## src/rtl/disp_pkg.sv

```systemverilog
// disp_pkg: shared constants, segment encodings and history slot type for the display stage
package disp_pkg;
  localparam int NUM_DIGITS = 4;
  localparam logic [6:0] SEG_BLANK = 7'b1111111;
  localparam logic [6:0] SEG_CODES [16] = '{
    7'b1000000, 7'b1111001, 7'b0100100, 7'b0110000,
    7'b0011001, 7'b0010010, 7'b0000010, 7'b1111000,
    7'b0000000, 7'b0010000, 7'b0001000, 7'b0000011,
    7'b1000110, 7'b0100001, 7'b0000110, 7'b0001110
  };
  typedef struct packed {
    logic [3:0] value;
    logic       valid;
    logic       wrap;
  } slot_t;
endpackage

```

## src/rtl/counter_hist_display_if.sv

```systemverilog
// counter_hist_display_if: counter sample inputs and seven-segment display pins
interface counter_hist_display_if;
  logic [3:0] Q_in;
  logic       freeze;
  logic [3:0] an;
  logic [6:0] seg;
  logic       dp;
  modport master (output Q_in, freeze, input an, seg, dp);
  modport slave (input Q_in, freeze, output an, seg, dp);
endinterface

```

## src/rtl/seg7_decoder.sv

```systemverilog
// seg7_decoder: hex digit to active-low segments, blank when the slot is empty
module seg7_decoder
  import disp_pkg::*;
(
  input  logic [3:0] value,
  input  logic       valid,
  output logic [6:0] seg
);
  assign seg = valid ? SEG_CODES[value] : SEG_BLANK;
endmodule

```

## src/rtl/counter_hist_display.sv

```systemverilog
// counter_hist_display: 4-entry change history of the counter shown on a multiplexed 7-seg display
module counter_hist_display
  import disp_pkg::*;
#(
  parameter int REFRESH_DIV = 50000
) (
  input logic clk,
  input logic reset,
  counter_hist_display_if.slave bus
);
  localparam int DW = $clog2(REFRESH_DIV);
  localparam int IW = $clog2(NUM_DIGITS);
  slot_t hist [NUM_DIGITS];
  slot_t cur;
  logic [3:0] q_prev;
  logic primed;
  logic push;
  logic tc;
  logic [DW-1:0] div_cnt;
  logic [IW-1:0] idx;
  logic [6:0] seg_d;
  assign push = !bus.freeze && (!primed || bus.Q_in != q_prev);
  assign tc = div_cnt == DW'(REFRESH_DIV - 1);
  assign cur = hist[idx];
  seg7_decoder u_dec (
    .value(cur.value),
    .valid(cur.valid),
    .seg  (seg_d)
  );
  // History shift on each new value; q_prev tracks even while frozen so held changes are dropped
  always_ff @(posedge clk or negedge reset)
    if (!reset) begin
      for (int i = 0; i < NUM_DIGITS; i++) hist[i] <= '0;
      q_prev <= '0;
      primed <= 1'b0;
    end else begin
      if (push) begin
        hist[0] <= '{value: bus.Q_in, valid: 1'b1, wrap: bus.Q_in == 4'd0 && q_prev == 4'd15};
        for (int i = 1; i < NUM_DIGITS; i++) hist[i] <= hist[i-1];
      end
      q_prev <= bus.Q_in;
      primed <= primed | !bus.freeze;
    end
  // Refresh divider, scan index and registered pins so an/seg/dp always switch together
  always_ff @(posedge clk or negedge reset)
    if (!reset) begin
      div_cnt <= '0;
      idx <= '0;
      bus.an <= 4'b1110;
      bus.seg <= SEG_BLANK;
      bus.dp <= 1'b1;
    end else begin
      div_cnt <= tc ? '0 : div_cnt + DW'(1);
      idx <= tc ? idx + IW'(1) : idx;
      bus.an <= ~(NUM_DIGITS'(1) << idx);
      bus.seg <= seg_d;
      bus.dp <= ~(cur.valid & cur.wrap);
    end
endmodule

```

## src/flat_wrapper.sv

```systemverilog
// flat-port wrapper written by rule: the top's interface ports become plain ports
module counter_hist_display_flat import disp_pkg::*;
#(
  parameter int REFRESH_DIV = 50000
)
  (clk, reset, bus_Q_in, bus_freeze, bus_an, bus_seg, bus_dp);
  counter_hist_display_if bus_i ();
  input logic clk;
  input logic reset;
  input wire logic [$bits(bus_i.Q_in)-1:0] bus_Q_in;
  input wire logic [$bits(bus_i.freeze)-1:0] bus_freeze;
  output wire logic [$bits(bus_i.an)-1:0] bus_an;
  output wire logic [$bits(bus_i.seg)-1:0] bus_seg;
  output wire logic [$bits(bus_i.dp)-1:0] bus_dp;
  assign bus_i.Q_in = bus_Q_in;
  assign bus_i.freeze = bus_freeze;
  assign bus_an = bus_i.an;
  assign bus_seg = bus_i.seg;
  assign bus_dp = bus_i.dp;
  counter_hist_display #(.REFRESH_DIV(REFRESH_DIV)) u_core (.clk(clk), .reset(reset), .bus(bus_i));
endmodule
```

## config.mk

```make
export PLATFORM = sky130hd
export DESIGN_NAME = counter_hist_display_flat
export DESIGN_NICKNAME = d
export VERILOG_FILES = /design/src/rtl/disp_pkg.sv /design/src/rtl/counter_hist_display_if.sv /design/src/rtl/seg7_decoder.sv /design/src/rtl/counter_hist_display.sv /design/src/flat_wrapper.sv
export SDC_FILE = /design/constraint.sdc
export NUM_CORES = 1
export LEC_CHECK = 0
export CORE_AREA = 4 4 129 69
export CTS_BUF_LIST = sky130_fd_sc_hd__clkbuf_4
export DETAILED_ROUTE_END_ITERATION = 10
export DIE_AREA = 0 0 133 73
export DONT_BUFFER_PORTS = 1
export PLACE_DENSITY = 0.49
export SYNTH_ARGS = -nofsm -noshare
export SYNTH_HDL_FRONTEND = slang
export SYNTH_SLANG_ARGS = --single-unit
```

## constraint.sdc

```tcl
create_clock -name clk -period 5.58 [get_ports clk]
set_input_delay 1.116 -clock clk [delete_from_list [all_inputs] [get_ports clk]]
set_output_delay 1.116 -clock clk [all_outputs]
set_load 0.02 [all_outputs]
```

**After elaboration in Yosys (flattened, before gate mapping)**

Memory sizes are Yosys's and may differ from the RTL's.
Index checks and enable logic that the tools add are counted.

- RAM bits: 0
- Latch bits: 0
- Flip-flop bits (word level): 59
- ROM bits: 112
- Word-level logic and storage cells: 47
- Output and inout port bits: 12
- Memories kept: 1

Memory list:

| memory | words | width | read ports | clocked after memory_dff | write ports | line | text |
|---|---|---|---|---|---|---|---|
| (no name shown) | 16 | 7 | 1 | 0 | 0 | seg7_decoder.sv:9 | `assign seg = valid ? SEG_CODES[value] : SEG_BLANK;` |

- Bitwise gates (word level): 6
- Eq/ne operators: 3
- Add/sub/neg operators: 2
- Muxes and demuxes: 7
- Divide/modulo/power cells: 0
- Multipliers: 0
- Reductions and logical operators: 6
- Shift-type cells: 1
- $lt $le $gt $ge: 2

Operator list:

| operator | number |
|---|---|
| two-way mux 7 bit | 3 |
| adder 16 x 1 -> 16 bit, second input constant | 1 |
| == test 16 bit, second input constant | 1 |
| two-way mux 16 bit | 1 |
| binary-select mux 6 bit (select 2 bit) | 1 |
| two-way mux 6 bit | 2 |
| greater-or-equal comparator 5 bit, second input constant | 1 |
| NOT 4 -> 5 bit | 1 |
| == test 4 bit, second input constant | 1 |
| zero test 4 bit | 1 |
| inequality test 4 bit | 1 |
| NOT 4 bit | 1 |
| << shifter 1 x 2 -> 4 bit, first input constant | 1 |
| greater-or-equal comparator 3 bit, second input constant | 1 |
| NOT 2 -> 3 bit | 1 |
| adder 2 x 1 -> 2 bit, second input constant | 1 |
| logical AND 1 bit | 2 |
| zero test 1 bit | 2 |
| bitwise AND 1 bit | 1 |
| logical OR 1 bit | 1 |
| NOT 1 bit | 1 |
| OR 1 bit | 1 |

**Depth between registers and ports, before layout**

Gate-level depths: netlist of the first run.

- Depth after elaboration: 9
- Depth in mapped cells: 7
- Depth with buffers taken out: 6

**Hierarchy**

Synthesis of the first run repeated with hierarchy kept, for this count alone.

- Cells, all modules: 206
- Area, all modules: 2762.6 µm²

By module, submodules not included:

| module | times used | area an instance (µm²) | cells an instance |
|---|---|---|---|
| counter_hist_display | 1 | 2458.6 | 169 |
| seg7_decoder | 1 | 304.0 | 37 |

**Worst setup path after synthesis of the first run**

OpenSTA, ideal clock, no wires.

- Path type: input -> register
- Start point: in bus_Q_in[3]
- End point: reg u_core.hist[10] (netlist name)
- Path slack: 3.198 ns
- Stages: 6
- Setup time: 0.128 ns
- Data arrival time: 2.254 ns
- Cells stage by stage: xor2_1 > nor3_1 > a31o_1 > buf_2 > buf_2 > mux2_1

- Longest elaborated chain between the ends: 3

Ends and longest elaborated chain:

| item | line | text |
|---|---|---|
| from (decl) | flat_wrapper.sv:10 | `input wire logic [$bits(bus_i.Q_in)-1:0] bus_Q_in;` |
| inequality test 4 bit | counter_hist_display.sv:22 | `assign push = !bus.freeze && (!primed \|\| bus.Q_in != q_prev);` |
| logical OR 1 bit | counter_hist_display.sv:22 |  |
| logical AND 1 bit | counter_hist_display.sv:22 |  |
| to (decl) | counter_hist_display.sv:13 | `slot_t hist [NUM_DIGITS];` |

Every way passes these cells.
A chain may end at the register's enable or synchronous reset.

**Final worst setup path of the first run**

- Start point: in bus_Q_in[3]
- End point: reg u_core.hist[22] (netlist name)

The elaborated chain is that of the path after synthesis.

==> results.yml, run 1 <==
cts:
  cts.clk_slew.worst_paths_ps: 100
  htree_num_levels: 3
  cts_sinks: 59
  post_cts_buffers: 0
  cts.repair.resized: 0
  insertion_delay_ps: 410
  clk_path_buf_depth: 2
  root_buffer: "clkbuf_4"
  cts_tree: "done"
  numCtsBuffers: 9
  ctsHoldBuffers: 0
global_routing:
  grt_pass1_wl_mm: 7.81
  grt_max_degree: 60
  first_global_vias: 1482
  grt_overflow: 0
  antenna_found_initial: 0
  grt_util_all_layers_pct: 10.7
drt:
  wl_per_cell_um: 13.9
  first_pass_iters: 4
  drc: 0
  vias: 1499
  routed_wl_mm: 4.55
  ant_nets: 0
  viasPerCell: 4.60
  drt-initial-drc-count: 89
sta:
  setup_violations: 0
  final-max-slew-violation-count: 0
  rsz0062_at_grt: "false"
  maxSlewHeadroom_pct: 30.8
  tightest_slew_ps: 1040
  finalSetupTns_ps: 0
  setup_slack_ps: 3150
  clock.fmax_mhz: 411
  timing.final.crit_share_pct: 43.6
  min_period_ps: 2430
  hold_viol: 0
  skew_ps: 14.3
critical_path:
  r2r_slack_ps: 3400
  worstReg2RegEnd: "u_core.bus.seg[3]"
  crit_slowest_cell: "a31o_1"
  rr_startpoint: "u_core.idx[0]"
  rr_worst_depth: 6
  worstPathCellList: "xor2_1 > nor3_1 > a31o_1 > mux2_2"
  max_stage_delay_ps: 860
  crit_path_start_kind: "input pin"
  path_class: "in2reg"
  critPathArrivalTime_ps: 2720
  end_kind: "flip-flop"
  crit_required_ps: 5870
  path_max_fanout: 24
logic_synthesis:
  ys_warn_count: 0
  synth_top_family_by_area: "multiplexers"
  synth-simple-area-share_pct: 10.1
  synth_area_sq_um: 2680
  synth_compound_area_share_pct: 3.45
  synth_ff_type: "dfrtp_1"
  synth_mux_area_share_pct: 15.9
  synth_edf_count: 0
  syn_inst: 204
  avgSynthCellArea_sq_um: 13.1
  synth-xor-area-share_pct: 6.21
  async_reset_ff_share_pct: 100
  synth_fa_ha_area_share_pct: 5.13
  synth_cell_types: 36
  synthesis.nets: 222
  synth_sequential_area_ratio_pct: 55.6
  ys_seq_elements: 59
final_layout:
  area.growth.synth_to_final_pct: 8.40
  fin_area_sq_um: 2910
  drive_gt1_share_pct: 17.8
  antenna_cells: 0
  multi_input_area_sq_um: 1090
  fill_cells: 748
  seqCellArea_sq_um: 1490
  fin_nets: 227
power:
  swShare_pct: 26.0
  p_leak_nw: 1.20
  power_frac_clock_pct: 32.4
  switching_power_uw: 229
  p_comb_share_pct: 9.2
  p_per_area_nw_per_um2: 303
  p_seq_share_pct: 58.4
  vdd_drop_max_uv: 101
  p_int_uw: 651
die:
  coreArea_sq_um: 7800
  start_util_pct: 34.4
  die_w_um: 133
  die_area_sq_um: 9710
  dieHeight_um: 73
  ioPinCount: 19
  row_count: 23
run:
  cap_violations: 0
place:
  port_buffers: 0
  placed_area_sq_um: 2780
  hpwlAfterDp_mm: 3.06
  place_ws_ps: 2690
  place_congestion: 0.781
min_path:
  min_path_type: "in2async"
outcome:
  outcome: "finished, final reports clean"
[registers in the layout (all words and copies together) (netlist names)]
register / flops
u_core.bus.dp: 1
u_core.q_prev: 4
u_core.idx: 2
u_core.bus.an: 4
u_core.div_cnt: 16
u_core.bus.seg: 7
u_core.hist: 24
u_core.primed: 1
[cells by family (layout without fill, tap and decap cells)]
group	count (synthesis)	count (layout)
AND/OR/NAND/NOR	50	50
AO/OA/AOI/OAI	13	13
adder cells (fa/ha/maj)	11	11
multiplexers	32	32
XOR/XNOR	19	19
buffers and inverters	20	30
flip-flops	59	59
[per-layer routing]
metal	routed length, um	part of all wire, %	GRT usage (%)	vias up
li1	-	-	-	730
met1	2620	58	15.9	722
met2	1560	34	12.6	38
met3	288	6.3	5.23	9
met4	83	1.8	4.49	0
met5	0	0	0	-
[synthesized netlist by cell type (4+ instances only)]
cell type	number	area, sq um
nand3_1	4	20.0
nor2_1	13	48.8
xnor2_1	12	105
nand2_1	7	26.3
xor2_1	7	61.3
nand2b_1	4	25.0
nor3_1	4	20.0
mux4_2	6	135
dfrtp_1	48	1200
mux2_1	20	225
mux2_2	5	56.3
dfstp_2	11	289
o221ai_1	4	35.0
nand4_1	6	37.5
inv_1	13	48.8
ha_1	11	138
[through the flow]
stage / hold WS [ps] / std cells / power (mW) / util [%]
finish: 385 / 326 / 0.879 / 37.3
global route: 336 / 326 / 0.936 / 37.3
CTS: 342 / 326 / 0.899 / 37.3
detailed placement: 454 / 310 / 0.604 / 35.6
global placement: 459 / 310 / 0.605 / 35.6
floorplan: 435 / 204 / 0.586 / -
[worst max path at each step]
stage / slack [ps] / endpoint / depth (start not counted) / start
after floorplan: 3200 / u_core.hist[10] / 6 / bus_Q_in[3]
after global placement: 2680 / u_core.hist[21] / 4 / bus_Q_in[3]
after detailed placement: 2690 / u_core.hist[22] / 4 / bus_Q_in[3]
after CTS: 3160 / u_core.hist[22] / 4 / bus_Q_in[3]
after global routing: 3040 / u_core.hist[13] / 4 / bus_Q_in[3]
final: 3150 / u_core.hist[22] / 4 / bus_Q_in[3]
[area by class of cell]
class,count,area share (%)
clock inverter,7,2.02
clock buffer,9,2.32
sequential,59,51.3
tap,112,4.82
inverter,13,1.68
timing repair buffer,1,0.258
multi-input combinational,125,37.6
[critical path, delay by kind of cell]
family | cells | cell delay [ps]
AO/OA/AOI/OAI | 1 | 860
XOR/XNOR | 1 | 140
AND/OR/NAND/NOR | 1 | 190
multiplexers | 1 | 410
[power groups by stage]
stage	Clock [mW]	Sequential (mW)	Combinational, mW
after floorplan	0	0.514	0.0725
after global placement	0	0.523	0.0819
after detailed placement	0	0.522	0.0821
after CTS	0.303	0.514	0.0824
after global routing	0.325	0.519	0.0925
final	0.285	0.513	0.0813
[cells in the final DEF, fill, tap and decap left out, drive strengths merged]
cell      netlist  layout
dfstp          11      11
or4             1       1
xnor2          12      12
a21oi           2       2
clkbuf          1       9
o22ai           1       1
mux2i           1       1
and3b           1       1
ha             11      11
inv            13      13
clkinv          0       5
nor2           13      13
a211oi          2       2
o221ai          4       4
xor2            7       7
clkinvlp        0       1
a31o            1       1
mux2           25      25
nand2b          4       4
nand3           4       4
buf             6       1
nand4           6       6
dfrtp          48      48
nor4            4       4
nand2           7       7
o21ai           2       2
bufinv          0       1
o211ai          1       1
nor3            4       4
or2             1       1
or4b            1       1
and3            1       1
and2b           1       1
mux4            6       6
nor2b           2       2
(Power assumes the default switching activity.)
==> run 2, diff against run 1 <==
--- a/config.mk
+++ b/config.mk
@@ -10,7 +10,7 @@
 export DETAILED_ROUTE_END_ITERATION = 10
 export DIE_AREA = 0 0 133 73
 export DONT_BUFFER_PORTS = 1
-export PLACE_DENSITY = 0.49
+export PLACE_DENSITY = 0.5
 export SYNTH_ARGS = -nofsm -noshare
 export SYNTH_HDL_FRONTEND = slang
 export SYNTH_SLANG_ARGS = --single-unit
==> constraint.sdc (replaced) <==
create_clock -name clk -period 2.1 [get_ports clk]
set_input_delay 0.42 -clock clk [delete_from_list [all_inputs] [get_ports clk]]
set_output_delay 0.42 -clock clk [all_outputs]
set_load 0.02 [all_outputs]
==> results.yml, run 2 (same netlist as run 1, synthesis figures left out) <==
cts:
  clk_path_buf_depth: 2
  insertion_delay_ps: 420
  post_cts_buffers: 0
  cts.clk_slew.worst_paths_ps: 100
  cts_tree: "done"
  root_buffer: "clkbuf_4"
  cts_sinks: 59
  htree_num_levels: 3
  cts.repair.resized: 0
  numCtsBuffers: 9
die:
  ioPinCount: 19
  start_util_pct: 34.4
  coreArea_sq_um: 7800
  row_count: 23
  die_area_sq_um: 9710
  die_w_um: 133
  dieHeight_um: 73
drt:
  drc: 0
  vias: 1556
  drt-initial-drc-count: 115
  viasPerCell: 4.64
  ant_nets: 0
  routed_wl_mm: 4.89
  first_pass_iters: 4
  wl_per_cell_um: 14.6
global_routing:
  grt_util_all_layers_pct: 11.6
  grt_pass1_wl_mm: 8.29
  grt_overflow: 0
  antenna_found_initial: 0
  grt_max_degree: 60
  first_global_vias: 1507
sta:
  skew_ps: 16.4
  timing.final.crit_share_pct: 91.4
  tightest_slew_ps: 307
  clock.fmax_mhz: 521
  hold_viol: 0
  rsz0062_at_grt: "false"
  setup_violations: 0
  maxSlewHeadroom_pct: 79.4
  finalSetupTns_ps: 0
  final-max-slew-violation-count: 0
  min_period_ps: 1920
final_layout:
  final_common_cell: "dfrtp_1"
  fin_nets: 236
  drive_gt1_share_pct: 19.7
  final_cell_mix: "dfrtp_1 (48), mux2_1 (20), inv_1 (13), nor2_1 (13), xnor2_1 (12)"
  antenna_cells: 0
  area.growth.synth_to_final_pct: 13.2
  top_regs: "u_core.hist x24, u_core.div_cnt x16, u_core.bus.seg x7"
  largest_reg_flops: 24
  regMostFlops: "u_core.hist"
power:
  p_per_area_nw_per_um2: 806
  vdd_drop_max_uv: 335
  p_leak_nw: 1.26
  finalPower_mw: 2.45
critical_path:
  worstReg2RegEnd: "u_core.bus.seg[0]"
  crit_path_start_kind: "flip-flop"
  path_class: "reg2reg"
  rr_worst_depth: 5
  path_max_fanout: 13
  crit_start: "u_core.idx[0]"
  end_kind: "flip-flop"
  crit_required_ps: 2450
  r2r_slack_ps: 180
  critPathArrivalTime_ps: 2270
  rr_startpoint: "u_core.idx[0]"
place:
  place_congestion: 0.790
  hpwlAfterDp_mm: 3.37
  port_buffers: 0
run:
  cap_violations: 0
min_path:
  worstHoldEndpoint: "u_core.primed"
  min_path_type: "in2reg"
  min_from: "bus_freeze"
  hold_path_depth: 1
outcome:
  outcome: "finished, final reports clean"
[run 2: routing by layer]
layer | vias to the layer above | GRT usage [%] | routed length (um) | part of all wire, %
li1 | 754 | - | - | -
met1 | 759 | 17.5 | 2780 | 57
met2 | 35 | 13.1 | 1700 | 35
met3 | 8 | 5.79 | 332 | 6.8
met4 | 0 | 5.53 | 74 | 1.5
met5 | - | 0 | 0 | 0
[run 2: layout make-up]
cell class	count	area, sq um
Timing Repair Buffer	10	120
Inverter	13	48.8
Multi-Input combinational cell	125	1090
Fill cell	770	4760
Clock inverter	6	66.3
Clock buffer	10	75.1
Sequential cell	59	1490
Tap cell	112	140
[run 2: worst max path at each step]
stage / to
finish: u_core.bus.seg[0]
global route: u_core.bus.seg[3]
CTS: u_core.bus.seg[6]
detailed placement: u_core.bus.seg[0]
global placement: u_core.bus.seg[0]
floorplan: u_core.bus.seg[6]
[run 2: power by group]
| part | leakage, nW | total, mW | internal, mW | switching (mW) |
|---|---|---|---|---|
| Clock | 0.0702 | 0.817 | 0.376 | 0.441 |
| Combinational | 0.488 | 0.260 | 0.132 | 0.128 |
| Sequential | 0.700 | 1.37 | 1.27 | 0.103 |
[run 2: through the flow]
step                      cells  utilization (%)  hold WS [ps]  worst slack [ps]  area [sq um]
after detailed placement    313             36.1           127               197          2820
after CTS                   335             38.9          28.7               155          3030
after global placement      313             36.1           127               250          2820
final                       335             38.9          67.8               180          3030
after floorplan             204                -           124               318          2680
after global routing        335             38.9          22.8              37.6          3030
[run 2: worst max-delay path: stages, from the launching register on]
cell      delay [ps]
dfrtp_1          420
buf_4            210
mux4_2           660
nand2b_1         250
and3b_1          200
o21ai_1          120
[run 2: repair_timing]
item                       CTS  global route
hold endpoints to repair    63             0
hold buffers                 6             0
setup endpoints to repair    0             0
==> run 3, diff against run 2 <==
--- a/config.mk
+++ b/config.mk
@@ -5,12 +5,13 @@
 export SDC_FILE = /design/constraint.sdc
 export NUM_CORES = 1
 export LEC_CHECK = 0
-export CORE_AREA = 4 4 129 69
+export ABC_AREA = 1
+export CORE_AREA = 4 4 99 101
 export CTS_BUF_LIST = sky130_fd_sc_hd__clkbuf_4
 export DETAILED_ROUTE_END_ITERATION = 10
-export DIE_AREA = 0 0 133 73
+export DIE_AREA = 0 0 103 105
 export DONT_BUFFER_PORTS = 1
-export PLACE_DENSITY = 0.5
+export PLACE_DENSITY = 0.49
 export SYNTH_ARGS = -nofsm -noshare
 export SYNTH_HDL_FRONTEND = slang
 export SYNTH_SLANG_ARGS = --single-unit
==> results.yml, run 3 <==
die:
  ioPinCount: 19
  start_util_pct: 33.6
  die_area_sq_um: 10800
  coreArea_sq_um: 9020
  die_w_um: 103
  dieHeight_um: 105
  row_count: 35
logic_synthesis:
  async_reset_ff_share_pct: 100
  synth_cell_types: 28
  synth_ff_type: "dfrtp_1"
  synth_common_cells: "nand2_1 (114), nand3_1 (53), dfrtp_1 (48)"
  avgSynthCellArea_sq_um: 8.30
  synth-simple-area-share_pct: 34.4
  synth_edf_count: 0
  synth_area_sq_um: 3030
  synth_sequential_area_ratio_pct: 49.2
  synth.top_cells.by_area: "dfrtp_1 (40%), nand2_1 (14%), dfstp_2 (9.5%), nand3_1 (8.8%), ha_1 (4.5%)"
  synth_top_area_share_pct: 39.7
  synth_top_family_by_area: "simple AND/OR/NAND/NOR gates"
  yosysMostFrequentCell: "nand2_1"
  ys_seq_elements: 59
  synth_compound_area_share_pct: 1.86
  synth-xor-area-share_pct: 2.31
  syn_inst: 365
  synth_mux_area_share_pct: 0
  yosys.area.top_type: "dfrtp_1"
  ys_warn_count: 0
  synth_fa_ha_area_share_pct: 4.55
  synthesis.nets: 383
sta:
  clock.fmax_mhz: 559
  maxSlewHeadroom_pct: 68.8
  hold_viol: 0
  rsz0062_at_grt: "false"
  timing.final.crit_share_pct: 85.2
  final-max-slew-violation-count: 0
  skew_ps: 14.4
  min_period_ps: 1790
  finalSetupTns_ps: 0
  setup_violations: 0
  tightest_slew_ps: 468
  setup_slack_ps: 310
cts:
  cts.repair.resized: 0
  cts_tree: "done"
  cts.clk_slew.worst_paths_ps: 100
  numCtsBuffers: 9
  clk_path_buf_depth: 2
  cts_sinks: 59
  root_buffer: "clkbuf_4"
  htree_num_levels: 3
  insertion_delay_ps: 400
global_routing:
  grt_util_all_layers_pct: 12.3
  first_global_vias: 2250
  grt_pass1_wl_mm: 10.5
  grt_overflow: 0
  antenna_found_initial: 0
  grt_max_degree: 60
final_layout:
  final_common_cell: "nand2_1"
  area.growth.synth_to_final_pct: 9.83
  fill_cells: 944
  regMostFlops: "u_core.hist"
  top_regs: "u_core.hist x24, u_core.div_cnt x16, u_core.bus.seg x7"
  finish.utilization_pct: 36.9
  final_cell_mix: "nand2_1 (114), nand3_1 (53), dfrtp_1 (48)"
  largest_reg_flops: 24
  fin_nets: 394
  drive_gt1_share_pct: 15.0
  antenna_cells: 0
power:
  p_leak_nw: 1.71
  p_per_area_nw_per_um2: 725
  vdd_drop_max_uv: 286
  finalPower_mw: 2.41
place:
  port_buffers: 0
  hpwlAfterDp_mm: 4.26
  place_ws_ps: 346
  place_congestion: 0.841
min_path:
  min_from: "bus_Q_in[1]"
  worstHoldEndpoint: "u_core.hist[21]"
  min_path_type: "in2reg"
  hold_path_depth: 2
drt:
  ant_nets: 0
  viasPerCell: 4.61
  vias: 2266
  wl_per_cell_um: 12.5
  routed_wl_mm: 6.13
  drc: 0
  drt-initial-drc-count: 120
  first_pass_iters: 4
critical_path:
  rr_worst_depth: 7
  crit_required_ps: 2430
  end_kind: "flip-flop"
  worstReg2RegEnd: "u_core.bus.seg[3]"
  rr_startpoint: "u_core.idx[1]"
  critPathArrivalTime_ps: 2120
  r2r_slack_ps: 310
  path_max_fanout: 11
  path_class: "reg2reg"
  crit_path_start_kind: "flip-flop"
run:
  cap_violations: 0
outcome:
  outcome: "finished, final reports clean"
==> run 3: cell count changes after synthesis, sizes merged, moves of 4 or more <==
cell    delta
nor2      +19
mux2      -25
nand2b     -4
nand3     +53
mux4       -6
inv       +29
xnor2     -12
nor4       -4
nand2    +116
o21ai      +5
o221ai     -4
==> run 3: final cells by class <==
| class | count | area, sq um | share of cell area [%] |
|---|---|---|---|
| Clock buffer | 10 | 75.1 | 2.26 |
| Inverter | 42 | 160 | 4.82 |
| Sequential cell | 59 | 1490 | 44.8 |
| Timing Repair Buffer | 9 | 100 | 3.01 |
| Multi-Input combinational cell | 255 | 1310 | 39.2 |
| Tap cell | 111 | 139 | 4.18 |
| Clock inverter | 6 | 56.3 | 1.69 |
==> run 3: power breakdown <==
part | internal (mW) | switching, mW | total, mW
clock | 0.367 | 0.418 | 0.785
sequential | 1.25 | 0.0971 | 1.34
combinational | 0.103 | 0.181 | 0.284
==> run 3: cells by family after synthesis <==
group | count (synthesis)
AO/OA/AOI/OAI | 11
AND/OR/NAND/NOR | 225
buffers and inverters | 51
flip-flops | 59
adder cells (fa/ha/maj) | 11
XOR/XNOR | 8
==> run 3: critical path, cell delays in order, from the launching register on <==
cell     delay (ps)
dfrtp_1         640
inv_2           170
nand3_1         140
nand2_2         110
ha_1            290
nand3_1         150
nand3_1         140
nand3_1          80
==> run 3: worst max path at each step <==
stage / startpoint / cells after the start / end
after floorplan: u_core.idx[0] / 11 / u_core.bus.seg[5]
after CTS: u_core.idx[1] / 7 / u_core.bus.seg[3]
final: u_core.idx[1] / 7 / u_core.bus.seg[3]
after global placement: u_core.idx[1] / 8 / u_core.bus.seg[1]
after detailed placement: u_core.idx[1] / 7 / u_core.bus.seg[3]
after global routing: u_core.idx[1] / 7 / u_core.bus.seg[3]
==> run 3: stage by stage <==
step / std cells / area (sq um) / hold WS [ps]
6_report: 492 / 3330 / 157
2_1_floorplan: 365 / 3030 / 124
5_1_grt: 492 / 3330 / 125
3_3_place_gp: 470 / 3120 / 127
3_5_place_dp: 470 / 3120 / 127
4_1_cts: 488 / 3290 / 0.130
==> run 3: timing repair <==
| action | 4_1_cts | 5_1_grt |
|---|---|---|
| setup buffers | 0 | 0 |
| endpoints found under the setup margin | 0 | 0 |
| hold buffers | 2 | 4 |
| hold endpoints to repair | 59 | 4 |
==> run 3: routing by layer <==
| metal | GRT usage, % | vias to the layer above | share of wire [%] |
|---|---|---|---|
| met4 | 4.72 | 0 | 0.51 |
| met2 | 19.5 | 24 | 50 |
| met1 | 15.5 | 1076 | 46 |
| met5 | 0 | - | 0 |
| li1 | - | 1164 | - |
| met3 | 3.67 | 2 | 3.0 |
